--- config.mk ---
export PLATFORM = sky130hd
export DESIGN_NAME = rep_sig_gen
export DESIGN_NICKNAME = d
export VERILOG_FILES = /design/src/rtl/rep_sig_gen.sv
export SDC_FILE = /design/constraint.sdc
export NUM_CORES = 1
export LEC_CHECK = 0
export CAP_MARGIN = 10
export CORE_MARGIN = 2
export CORE_UTILIZATION = 55
export CTS_CLUSTER_SIZE = 30
export DETAILED_ROUTE_END_ITERATION = 10
export PLACE_DENSITY = 0.86
export SLEW_MARGIN = 20
export SYNTH_ARGS = -nofsm -noshare
export SYNTH_HDL_FRONTEND = slang
export SYNTH_SLANG_ARGS = --single-unit
--- constraint.sdc ---
create_clock -name clk -period 5.31 [get_ports clk]
set_input_delay 0.7965 -clock clk [delete_from_list [all_inputs] [get_ports clk]]
set_output_delay 0.7965 -clock clk [all_outputs]
set_load 0.01 [all_outputs]
--- src/rtl/rep_sig_gen.sv ---
// rep_sig_gen: turns a level scanner's coordinate tokens into Repeat-block repeat signals.
// Define REP_SIG_PERF_CNT_EN to add the rep_count/tile_count performance counters.
module rep_sig_gen #(
  parameter int DATA_W    = 16,
  parameter int IN_DEPTH  = 2,
  parameter int OUT_DEPTH = 2
) (
  input  logic              clk,
  input  logic              rst,
  input  logic              clk_en,
  input  logic              flush,
  input  logic              tile_en,
  input  logic [DATA_W:0]   coord_in,
  input  logic              coord_in_valid,
  output logic              coord_in_ready,
  output logic [DATA_W:0]   repsig_out,
  output logic              repsig_out_valid,
  input  logic              repsig_out_ready,
`ifdef REP_SIG_PERF_CNT_EN
  output logic [31:0]       rep_count,
  output logic [31:0]       tile_count,
`endif
  output logic              err
);

  localparam int TW     = DATA_W + 1;
  localparam int IN_AW  = $clog2(IN_DEPTH);
  localparam int OUT_AW = $clog2(OUT_DEPTH);
  localparam logic [IN_AW:0]  IN_FULL  = (IN_AW + 1)'(IN_DEPTH);
  localparam logic [OUT_AW:0] OUT_FULL = (OUT_AW + 1)'(OUT_DEPTH);

  typedef enum logic [1:0] {
    START,
    STREAM,
    DRAIN
  } state_t;

  state_t state, state_nxt;

  logic [TW-1:0]   in_mem  [IN_DEPTH];
  logic [TW-1:0]   out_mem [OUT_DEPTH];
  logic [IN_AW-1:0]  in_wr, in_rd;
  logic [IN_AW:0]    in_cnt;
  logic [OUT_AW-1:0] out_wr, out_rd;
  logic [OUT_AW:0]   out_cnt;

  logic in_full, in_empty, out_full, out_empty;
  logic in_push, in_pop, out_push, out_pop;
  logic move_en, xfer_ok, last_was_data;
  logic [TW-1:0] in_head, out_head, xlat_tok;
  logic head_is_data, head_is_done, head_is_unknown, out_head_is_done;

  assign in_full   = (in_cnt == IN_FULL);
  assign in_empty  = (in_cnt == '0);
  assign out_full  = (out_cnt == OUT_FULL);
  assign out_empty = (out_cnt == '0);
  assign xfer_ok   = clk_en & tile_en;

  assign in_head         = in_mem[in_rd];
  assign out_head        = out_mem[out_rd];
  assign head_is_data    = !in_head[DATA_W];
  assign head_is_done    = in_head[DATA_W] && (in_head[9:8] == 2'b01);
  assign head_is_unknown = in_head[DATA_W] && in_head[9];
  assign out_head_is_done = out_head[DATA_W] && (out_head[9:8] == 2'b01);

  // Data coordinates collapse to a single R token; every control token passes unchanged.
  assign xlat_tok = head_is_data ? TW'(1) : in_head;

  assign in_push  = coord_in_valid & coord_in_ready & clk_en;
  assign out_pop  = !out_empty & repsig_out_ready & xfer_ok;
  assign in_pop   = !in_empty & move_en & (!out_full | out_pop) & xfer_ok;
  assign out_push = in_pop;

  assign repsig_out_valid = !out_empty & tile_en;
  assign repsig_out       = out_empty ? '0 : out_head;

  always_ff @(posedge clk) begin
    if (rst || flush) begin
      state <= START;
    end else if (clk_en) begin
      state <= state_nxt;
    end
  end

  always_comb begin
    state_nxt = state;
    case (state)
      START, STREAM: begin
        if (in_pop) begin
          state_nxt = head_is_done ? DRAIN : STREAM;
        end
      end
      DRAIN: begin
        if (out_pop && out_head_is_done) begin
          state_nxt = START;
        end
      end
      default: state_nxt = START;
    endcase
  end

  // While a tile's done token is still in the output FIFO, nothing new enters or moves.
  always_comb begin
    move_en        = 1'b0;
    coord_in_ready = 1'b0;
    case (state)
      START, STREAM: begin
        move_en        = 1'b1;
        coord_in_ready = !in_full & tile_en & !rst;
      end
      default: begin
        move_en        = 1'b0;
        coord_in_ready = 1'b0;
      end
    endcase
  end

  always_ff @(posedge clk) begin
    if (in_push) begin
      in_mem[in_wr] <= coord_in;
    end
    if (out_push) begin
      out_mem[out_wr] <= xlat_tok;
    end
  end

  always_ff @(posedge clk) begin
    if (rst || flush) begin
      in_wr   <= '0;
      in_rd   <= '0;
      in_cnt  <= '0;
      out_wr  <= '0;
      out_rd  <= '0;
      out_cnt <= '0;
    end else begin
      if (in_push) begin
        in_wr <= in_wr + 1'b1;
      end
      if (in_pop) begin
        in_rd <= in_rd + 1'b1;
      end
      if (in_push && !in_pop) begin
        in_cnt <= in_cnt + 1'b1;
      end else if (!in_push && in_pop) begin
        in_cnt <= in_cnt - 1'b1;
      end
      if (out_push) begin
        out_wr <= out_wr + 1'b1;
      end
      if (out_pop) begin
        out_rd <= out_rd + 1'b1;
      end
      if (out_push && !out_pop) begin
        out_cnt <= out_cnt + 1'b1;
      end else if (!out_push && out_pop) begin
        out_cnt <= out_cnt - 1'b1;
      end
    end
  end

  // Unknown tokens leave last_was_data untouched; flush keeps the sticky error.
  always_ff @(posedge clk) begin
    if (rst) begin
      err           <= 1'b0;
      last_was_data <= 1'b0;
    end else if (flush) begin
      last_was_data <= 1'b0;
    end else if (in_pop) begin
      if (head_is_data) begin
        last_was_data <= 1'b1;
      end else if (!head_is_unknown) begin
        last_was_data <= 1'b0;
      end
      if (head_is_unknown || (head_is_done && last_was_data)) begin
        err <= 1'b1;
      end
    end
  end

`ifdef REP_SIG_PERF_CNT_EN
  always_ff @(posedge clk) begin
    if (rst || flush) begin
      rep_count  <= '0;
      tile_count <= '0;
    end else if (out_pop) begin
      if (!out_head[DATA_W] && (rep_count != '1)) begin
        rep_count <= rep_count + 1'b1;
      end
      if (out_head_is_done && (tile_count != '1)) begin
        tile_count <= tile_count + 1'b1;
      end
    end
  end
`endif

endmodule

==> impl_metrics.env <==
export IMPL_synthFlopType="edfxtp_1"
export IMPL_cts_buffers=9
export IMPL_hpwl_mm=3.45
export IMPL_io_buffer_count=43
export IMPL_crit_path_cell_trace="mux2i_1 > nor2_1 > clkdlybuf4s50_1"
export IMPL_yosysTopAreaCellShare=0.630
export IMPL_die_h_um=80.8
export IMPL_hp_class="flop to flop"
export IMPL_cts_max_path_buffers=2
export IMPL_drive_gt1_frac=0.0949
export IMPL_start_util=0.578
export IMPL_powerDensity_mw_per_mm2=299
export IMPL_cts_tree="yes"
export IMPL_ys_ff_latch=82
export IMPL_path_max_fanout=19
export IMPL_io_pins=44
export IMPL_design_die_area_mm2=0.00652
export IMPL_drc=0
export IMPL_area_growth_synth_to_final_pct=21.5
export IMPL_nets=295
export IMPL_num_antenna_cells=0
export IMPL_tightest_slew_ps=1060
export IMPL_cts_setup_buffers=0
export IMPL_wl_mm=5.23
export IMPL_fp_dieW_um=80.8
export IMPL_ant_nets=0
export IMPL_grt_overflow=0
export IMPL_worst_hold_slack_ps=473
export IMPL_seq_area_frac_synth=0.717
export IMPL_cpPeakStageDelay_ps=1020
export IMPL_grt_antenna_before_repair=0
export IMPL_grt_pass1_vias=1772
export IMPL_use_met1=0.233
export IMPL_yosys_area_top_type="edfxtp_1"
export IMPL_dr_pass1_iters=5
export IMPL_dr_first_iter_drc_count=98
export IMPL_cp_start_kind="flop"
export IMPL_htreeDepth=3
export IMPL_path_clk_slew_ps=80
export IMPL_ys_top_cells_by_area="edfxtp_1 (63%), mux2i_1 (9.9%), dfxtp_1 (8.6%)"
export IMPL_grt_busiest_layer="met2"
export IMPL_period_needed_ps=3120
export IMPL_setup_viol=0
export IMPL_vias_per_cell=5.17
export IMPL_grt_max_degree=20
export IMPL_peakVddDrop_mv=0.207
export IMPL_cts_resized=0
export IMPL_rsz0062_at_grt="false"
export IMPL_ys_top_cells_by_count="edfxtp_1 (68), nor2_1 (44), mux2i_1 (32), dfxtp_1 (14)"
export IMPL_clock_latency_ps=350
export IMPL_core_area_mm2=0.00561
export IMPL_use_met3=0.0400
export IMPL_cts_hold_buf=0
export IMPL_endpoint_kind="output pin"
export IMPL_power_leakage_uw=0.00124
export IMPL_cts_sinks=82
export IMPL_skew_ps=7.87
export IMPL_grt_util_met2=0.276
export IMPL_finalHoldViolCount=0
export IMPL_final_seq_area_mm2=0.00232
export IMPL_crit_required_ps=4510
export IMPL_fin_crit_sh=0.588
export IMPL_critPathArrivalTime_ps=2330
export IMPL_rows=27
export IMPL_gp_congestion=0.789
export IMPL_cts_root_buf="clkbuf_8"
export IMPL_vias=1789
export IMPL_ys_async_sr_fraction=0
export IMPL_final_fill_count=396
export IMPL_cap_violations=0
export IMPL_synth_cells=221
export IMPL_synth_edf_count=68
export IMPL_synth_most_common_cell="edfxtp_1"
export IMPL_slew_limit_headroom=0.295
export IMPL_worstSetupPathType="flop to output pin"
export IMPL_clock_fmax_ghz=0.320
export IMPL_finalSetupTns_ps=0
export IMPL_slew_viol_final=0
export IMPL_yosysWarnings=0
export IMPL_groute_usage_overall=0.177
export IMPL_routedWlPerCell_um=15.1
export IMPL_syn_area_mm2=0.00324
export IMPL_slowest_stage="dfxtp_1"
export IMPL_multi_input_area_um2=860
export IMPL_syn_nets=247
export IMPL_avgSynthCellArea_um2=14.7
export IMPL_synth_distinct_cells=34
export IMPL_grt_pass1_wl_mm=8.24
export IMPL_outcome="complete, no violations"
[layout by cell type, fill, tap and decap left out, types with 2 or more instances in the layout]
master           instances
a21oi_1                  5
and2_1                   2
buf_4                    3
clkbuf_8                 9
clkdlybuf4s50_1         43
clkinvlp_4               2
dfxtp_1                 14
edfxtp_1                68
ha_1                     2
inv_1                    4
mux2i_1                 32
nand2_1                  5
nand3_1                  3
nor2_1                  43
nor2b_1                  3
o21ai_0                  4
or3_1                    2
xnor2_1                  3
xor2_1                   5
[layer usage]
metal	part of all wire	up-vias
met5	0	-
li1	-	894
met3	0.035	9
met1	0.47	847
met4	0.018	0
met2	0.48	39
[cell families (layout without fill, tap and decap cells)]
| family | Yosys count | count (layout) | synth area share |
|---|---|---|---|
| buffers and inverters | 14 | 67 | 0.0189 |
| adder cells (fa/ha/maj) | 2 | 2 | 0.00772 |
| XOR/XNOR | 8 | 8 | 0.0216 |
| AND/OR/NAND/NOR | 67 | 67 | 0.104 |
| AO/OA/AOI/OAI | 16 | 16 | 0.0324 |
| multiplexers | 32 | 32 | 0.0988 |
| flip-flops | 82 | 82 | 0.717 |
[registers in the layout, indices dropped and copies added (netlist names), 2 cells and up, named ones only]
register / cells
in_mem: 34
out_mem: 34
in_cnt: 2
out_cnt: 2
state: 2
[power by group]
group	internal (µW)	leakage [µW]	switching, µW
clock network	218	0.0000905	219
registers	696	0.000729	1.83
logic	23.0	0.000422	17.3
[critical path: cells and delay by family (launching register included)]
family | cells | cell delay [ps]
buffers and inverters | 1 | 550
flip-flops | 1 | 1020
multiplexers | 1 | 250
AND/OR/NAND/NOR | 1 | 150
[path summary, 6_finish.rpt]
kind | startpoint | to | slack, ps | cells after the start
setup / recovery | flop | repsig_out[5] | 2190 | 3
hold / removal | err | err | 470 | 2
setup reg to reg | out_cnt[0] | out_mem[1][3] | 3030 | 3
hold reg to reg | err | err | 470 | 2
[area by class of cell]
type / count / share of cell area
Tap cell: 72 / 0.0229
Clock inverter: 6 / 0.0168
Inverter: 5 / 0.00477
Clock buffer: 10 / 0.0324
Multi-Input combinational cell: 125 / 0.218
Timing Repair Buffer: 46 / 0.115
Sequential cell: 82 / 0.590
[metrics by stage]
stage / utilization / instances / instance area, µm² / power (µW) / setup WS, ps
global placement: 0.667 / 330 / 3740 / 751 / 2230
finish: 0.702 / 346 / 3940 / 1180 / 2190
detailed placement: 0.667 / 330 / 3740 / 753 / 2180
CTS: 0.702 / 346 / 3940 / 1180 / 2170
floorplan: - / 221 / 3240 / 727 / 2740
global route: 0.702 / 346 / 3940 / 1210 / 2060
Power figures use the tool's default switching activity.
